<file path="src/rtl/vector_scale_serial.sv">
// vector_scale_serial: scalar-times-vector float product, one element per clock through a shared multiplier.
// Optional VEC_SCALE_ZERO_SKIP_EN: a +/-0 scalar bypasses RUN and writes signed zeros straight into DONE.

// FloatingMultiplication: single-precision multiply, round-to-nearest-even; denormal inputs and
// results flush to signed zero, overflow gives signed Inf, every NaN result is 0x7FC00000.
module FloatingMultiplication (
   input  logic [31:0] a_i,
   input  logic [31:0] b_i,
   output logic [31:0] p_o
);
   logic              s, a_zero, b_zero, a_inf, b_inf, a_nan, b_nan, g, st, inc;
   logic [47:0]       prod;
   logic [22:0]       man;
   logic [23:0]       frac_r;
   logic signed [9:0] exp_n, exp_r;
   always_comb begin
      s      = a_i[31] ^ b_i[31];
      a_zero = a_i[30:23] == 8'd0;
      b_zero = b_i[30:23] == 8'd0;
      a_inf  = a_i[30:23] == 8'hFF && a_i[22:0] == 23'd0;
      b_inf  = b_i[30:23] == 8'hFF && b_i[22:0] == 23'd0;
      a_nan  = a_i[30:23] == 8'hFF && a_i[22:0] != 23'd0;
      b_nan  = b_i[30:23] == 8'hFF && b_i[22:0] != 23'd0;
      prod   = {24'd0, 1'b1, a_i[22:0]} * {24'd0, 1'b1, b_i[22:0]};
      // product of two [1,2) mantissas lies in [1,4): bit 47 selects the one-place normalise
      man    = prod[47] ? prod[46:24] : prod[45:23];
      g      = prod[47] ? prod[23] : prod[22];
      st     = prod[47] ? |prod[22:0] : |prod[21:0];
      inc    = g & (st | man[0]);
      frac_r = {1'b0, man} + {23'd0, inc};
      exp_n  = $signed({2'b0, a_i[30:23]}) + $signed({2'b0, b_i[30:23]}) - 10'sd127
               + $signed({9'd0, prod[47]});
      exp_r  = exp_n + $signed({9'd0, frac_r[23]});
      p_o    = (a_nan | b_nan | (a_inf & b_zero) | (b_inf & a_zero)) ? 32'h7FC00000
             : (a_inf | b_inf | (exp_r > 10'sd254))                  ? {s, 8'hFF, 23'd0}
             : (a_zero | b_zero | (exp_r < 10'sd1))                  ? {s, 31'd0}
             :                                                         {s, exp_r[7:0], frac_r[22:0]};
   end
endmodule

module vector_scale_serial #(
   parameter int VLEN = 4
) (
   input  logic                clk,
   input  logic                rst,
   input  logic                in_valid,
   output logic                in_ready,
   input  logic [31:0]         S,
   input  logic [32*VLEN-1:0]  V,
   output logic                out_valid,
   input  logic                out_ready,
   output logic [32*VLEN-1:0]  result
);
   localparam int IW = VLEN > 1 ? $clog2(VLEN) : 1;
   typedef enum logic [1:0] {IDLE, RUN, DONE} state_t;
   state_t             state_q, state_d;
   logic [IW-1:0]      idx_q, idx_d;
   logic [31:0]        s_q, s_d, v_el, prod;
   logic [32*VLEN-1:0] v_q, v_d, res_q, res_d;
   logic               last;
   FloatingMultiplication u_fmul (
      .a_i (s_q),
      .b_i (v_el),
      .p_o (prod)
   );
   always_comb begin
      state_d = state_q;
      idx_d   = idx_q;
      s_d     = s_q;
      v_d     = v_q;
      res_d   = res_q;
      v_el    = 32'd0;
      last    = idx_q == IW'(VLEN - 1);
      for (int i = 0; i < VLEN; i++)
         if (idx_q == IW'(i)) v_el = v_q[32*i +: 32];
      unique case (state_q)
         IDLE: if (in_valid) begin
            s_d     = S;
            v_d     = V;
            idx_d   = '0;
            state_d = RUN;
`ifdef VEC_SCALE_ZERO_SKIP_EN
            if (S[30:0] == 31'd0) begin
               state_d = DONE;
               for (int i = 0; i < VLEN; i++) res_d[32*i +: 32] = {S[31] ^ V[32*i+31], 31'd0};
            end
`endif
         end
         RUN: begin
            for (int i = 0; i < VLEN; i++)
               if (idx_q == IW'(i)) res_d[32*i +: 32] = prod;
            state_d = last ? DONE : RUN;
            idx_d   = last ? idx_q : idx_q + 1'b1;
         end
         DONE: state_d = out_ready ? IDLE : DONE;
         default: state_d = IDLE;
      endcase
   end
   always_ff @(posedge clk or posedge rst) begin
      if (rst) begin
         state_q <= IDLE;
         idx_q   <= '0;
         s_q     <= '0;
         v_q     <= '0;
         res_q   <= '0;
      end else begin
         state_q <= state_d;
         idx_q   <= idx_d;
         s_q     <= s_d;
         v_q     <= v_d;
         res_q   <= res_d;
      end
   end
   assign in_ready  = state_q == IDLE;
   assign out_valid = state_q == DONE;
   assign result    = res_q;
endmodule

</file>
<file path="config.mk">
export PLATFORM = sky130hd
export DESIGN_NAME = vector_scale_serial
export DESIGN_NICKNAME = d
export VERILOG_FILES = /design/src/rtl/vector_scale_serial.sv
export SDC_FILE = /design/constraint.sdc
export NUM_CORES = 2
export LEC_CHECK = 0
export ABC_CLOCK_PERIOD_IN_PS = 22700
export CAP_MARGIN = 20
export CORE_MARGIN = 2
export CORE_UTILIZATION = 60
export DETAILED_ROUTE_END_ITERATION = 12
export GPL_TIMING_DRIVEN = 1
export HOLD_SLACK_MARGIN = 0.02
export MAX_ROUTING_LAYER = met4
export PLACE_DENSITY_LB_ADDON = 0.3
export SLEW_MARGIN = 20
export SYNTH_ARGS = -nofsm -noshare
export SYNTH_HDL_FRONTEND = slang
export SYNTH_HIERARCHICAL = 1
export SYNTH_SLANG_ARGS = --single-unit
export TNS_END_PERCENT = 30
</file>
<file path="constraint.sdc">
create_clock -name clk -period 22.7 [get_ports clk]
set_input_delay 5.675 -clock clk [delete_from_list [all_inputs] [get_ports clk]]
set_output_delay 5.675 -clock clk [all_outputs]
set_load 0.1 [all_outputs]
</file>
==> qor.csv <==
metric;value;unit
cpPeakStageDelay;1.00;ns
track_usage;0.337;
synth_area;0.0335;mm²
worstSetupEndpointType;register;
r2r_setup_slack;7.72;ns
cts_buffers;28;
synth.avg_cell_area;9.86;µm²
drive_gt1_frac;0.0956;
via_per_inst;5.80;
synth-compound-area-share;0.0675;
antenna_found_initial;5;
synthMuxAreaShare;0.0999;
min_period;14.98;ns
hold_end;v_q[6];
core_region_area;0.0552;mm²
ys_seq_area_frac;0.218;
skew;0.0188;ns
synth_edf_count;0;
critPathKind;register to register;
setup_viol;0;
grt_max_degree;84;
initial_core_util;0.608;
ys_types;79;
dr.pass1.iters;6;
r2r_cells;44;
gp_congestion;0.938;
ys.flop_type;dfrtp_1;
rows;86;
grt_overflow;0;
cp-start-kind;register;
wire_per_inst;20.6;µm
yosys_warnings;6;
first_iter_violations;1644;
synth_xor_area_frac;0.0151;
synthAdderAreaFrac;0.361;
fmax;0.0667;GHz
min_period_over_period;0.660;
die_w;240;µm
rsz0062_at_grt;no;
ios;294;
synth_top_family_by_area;adder cells;
final_nets;4441;
status;completed;
clkSlewWorstSetupHoldPaths;0.06;ns
crit_family;adder cells;
hold_viol;0;
nFillCells;4212;
root_buffer;clkbuf_16;
numClockSinks;292;
portBuffers;293;
worst_skew_pair.late_latency;0.58;ns
hpwl;67700;µm
grt_first_pass_wirelength;147000;µm
hold_class;register to register;
vias;25400;
tightestPinTransition;1.17;ns
cts_tree;done;
cts-htree-levels;1;
drv_slew;0;
cp_common_cell;fa_1;
reg2reg_from;idx_q[0];
ctsHoldBuffers;0;
drv_cap;0;
arrival;15.49;ns
die_h;240;µm
relSlewSlack;0.216;
clockBufferDepth;3;
cpMaxStageDelayCell;a211oi_4;
grt_pass1_vias;27100;
final_util;0.691;
drtAntennaViolNets;0;
required;23.21;ns
synth_simple_gate_area_frac;0.147;
wirelength;90200;µm
tns;0;ns
area_growth;13.8;%
ys_ff_latch;292;
min_from;v_q[6];
synthCells;3401;
dieArea;0.0578;mm²
drc_errors;0;
post-cts-setup-buffers;0;
worstReg2RegEnd;result[9];
crit_buf_inv;7;
cts_resized;0;
ys_async_sr_fraction;1.00;
postSynthNetCount;4241;
worstHoldPathCells;1;
path_max_fanout;56;
## layer usage
metal | global-route usage | share of wire
met5 | - | 0
met4 | 0.125 | 0.042
met3 | 0.0560 | 0.075
met2 | 0.561 | 0.49
met1 | 0.417 | 0.39
## cell families (layout without fill, tap and decap cells)
family / Yosys count / after routing
adder cells (fa/ha/maj): 676 / 676
flip-flops: 292 / 292
AO/OA/AOI/OAI: 331 / 331
other: 0 / 4
multiplexers: 298 / 298
XOR/XNOR: 58 / 58
AND/OR/NAND/NOR: 941 / 941
buffers and inverters: 805 / 1025
## synth_stat cells (36+ instances only)
cell	instances	area share
mux2_1	101	0.034
a21oi_1	71	0.011
inv_1	619	0.069
and2_1	253	0.047
nand3b_1	37	0.0083
clkbuf_1	138	0.015
a211oi_1	74	0.017
nand2_1	327	0.037
dfrtp_1	292	0.22
o21ai_0	49	0.0073
ha_1	192	0.072
mux2_2	192	0.064
fa_1	484	0.29
nor2_1	98	0.011
nor2b_1	36	0.0067
## placed cells by master (no fill, tap or decap), types with 31 or more instances in the layout
| cell | synthesis | routed |
|---|---|---|
| clkdlybuf4s50_1 | 0 | 293 |
| nor3b_1 | 35 | 35 |
| nor3_1 | 34 | 34 |
| dfrtp_1 | 292 | 292 |
| fa_1 | 484 | 484 |
| ha_1 | 192 | 189 |
| nand3b_1 | 37 | 37 |
| nor2b_1 | 36 | 36 |
| o21ai_0 | 49 | 49 |
| nor2_1 | 98 | 98 |
| nand2_1 | 327 | 327 |
| a21o_1 | 31 | 31 |
| mux2_2 | 192 | 192 |
| inv_1 | 619 | 618 |
| a211oi_1 | 74 | 51 |
| mux2_1 | 101 | 101 |
| and2_1 | 253 | 253 |
| xnor2_1 | 34 | 34 |
| buf_4 | 11 | 59 |
| a21oi_1 | 71 | 71 |
## area by class of cell
cell class	count	area, µm²	share of cell area
Antenna cell	4	10.0	0.000262
Clock buffer	34	753	0.0197
Clock inverter	16	136	0.00357
Inverter	623	2350	0.0615
Multi-Input combinational cell	2304	23300	0.611
Sequential cell	292	7310	0.191
Tap cell	748	936	0.0245
Timing Repair Buffer	352	3380	0.0884
## registers in the layout, indices dropped and copies added, names as in the netlist
signal and cells:
s_q 32, result 128, state_q 2, v_q 128, idx_q 2
## stage by stage
stage	setup WS [ns]	std cells	hold WS, ns	area, µm²
6_report	7.72	4373	0.489	38200
5_1_grt	6.62	4373	0.499	38200
4_1_cts	7.90	4369	0.489	38200
3_5_place_dp	7.99	4319	0.475	37300
3_3_place_gp	8.29	4319	0.468	37300
2_1_floorplan	8.96	3401	0.459	33500
## worst reg2reg max path: cells and delay by family, from the launching register on
| family | cells | cell delay, ns |
|---|---|---|
| compound gates | 13 | 3.47 |
| xor+xnor | 1 | 0.17 |
| fa+ha+maj | 11 | 5.04 |
| buf+inv | 7 | 1.37 |
| flops | 1 | 0.44 |
| mux | 1 | 0.23 |
| simple gates | 11 | 4.22 |
## worst max-delay path by stage
stage | from | to | slack (ns) | depth (start not counted)
2_1_floorplan | rst | idx_q[0] | 8.96 | 1
3_3_place_gp | idx_q[0] | result[81] | 8.29 | 44
3_5_place_dp | idx_q[0] | result[43] | 7.99 | 42
4_1_cts | idx_q[0] | result[9] | 7.90 | 42
5_1_grt | idx_q[0] | result[9] | 6.62 | 47
6_report | idx_q[0] | result[9] | 7.72 | 44
Power is not shown: default switching activity piles up to over one toggle a cycle in this logic, so the estimate is an artifact.
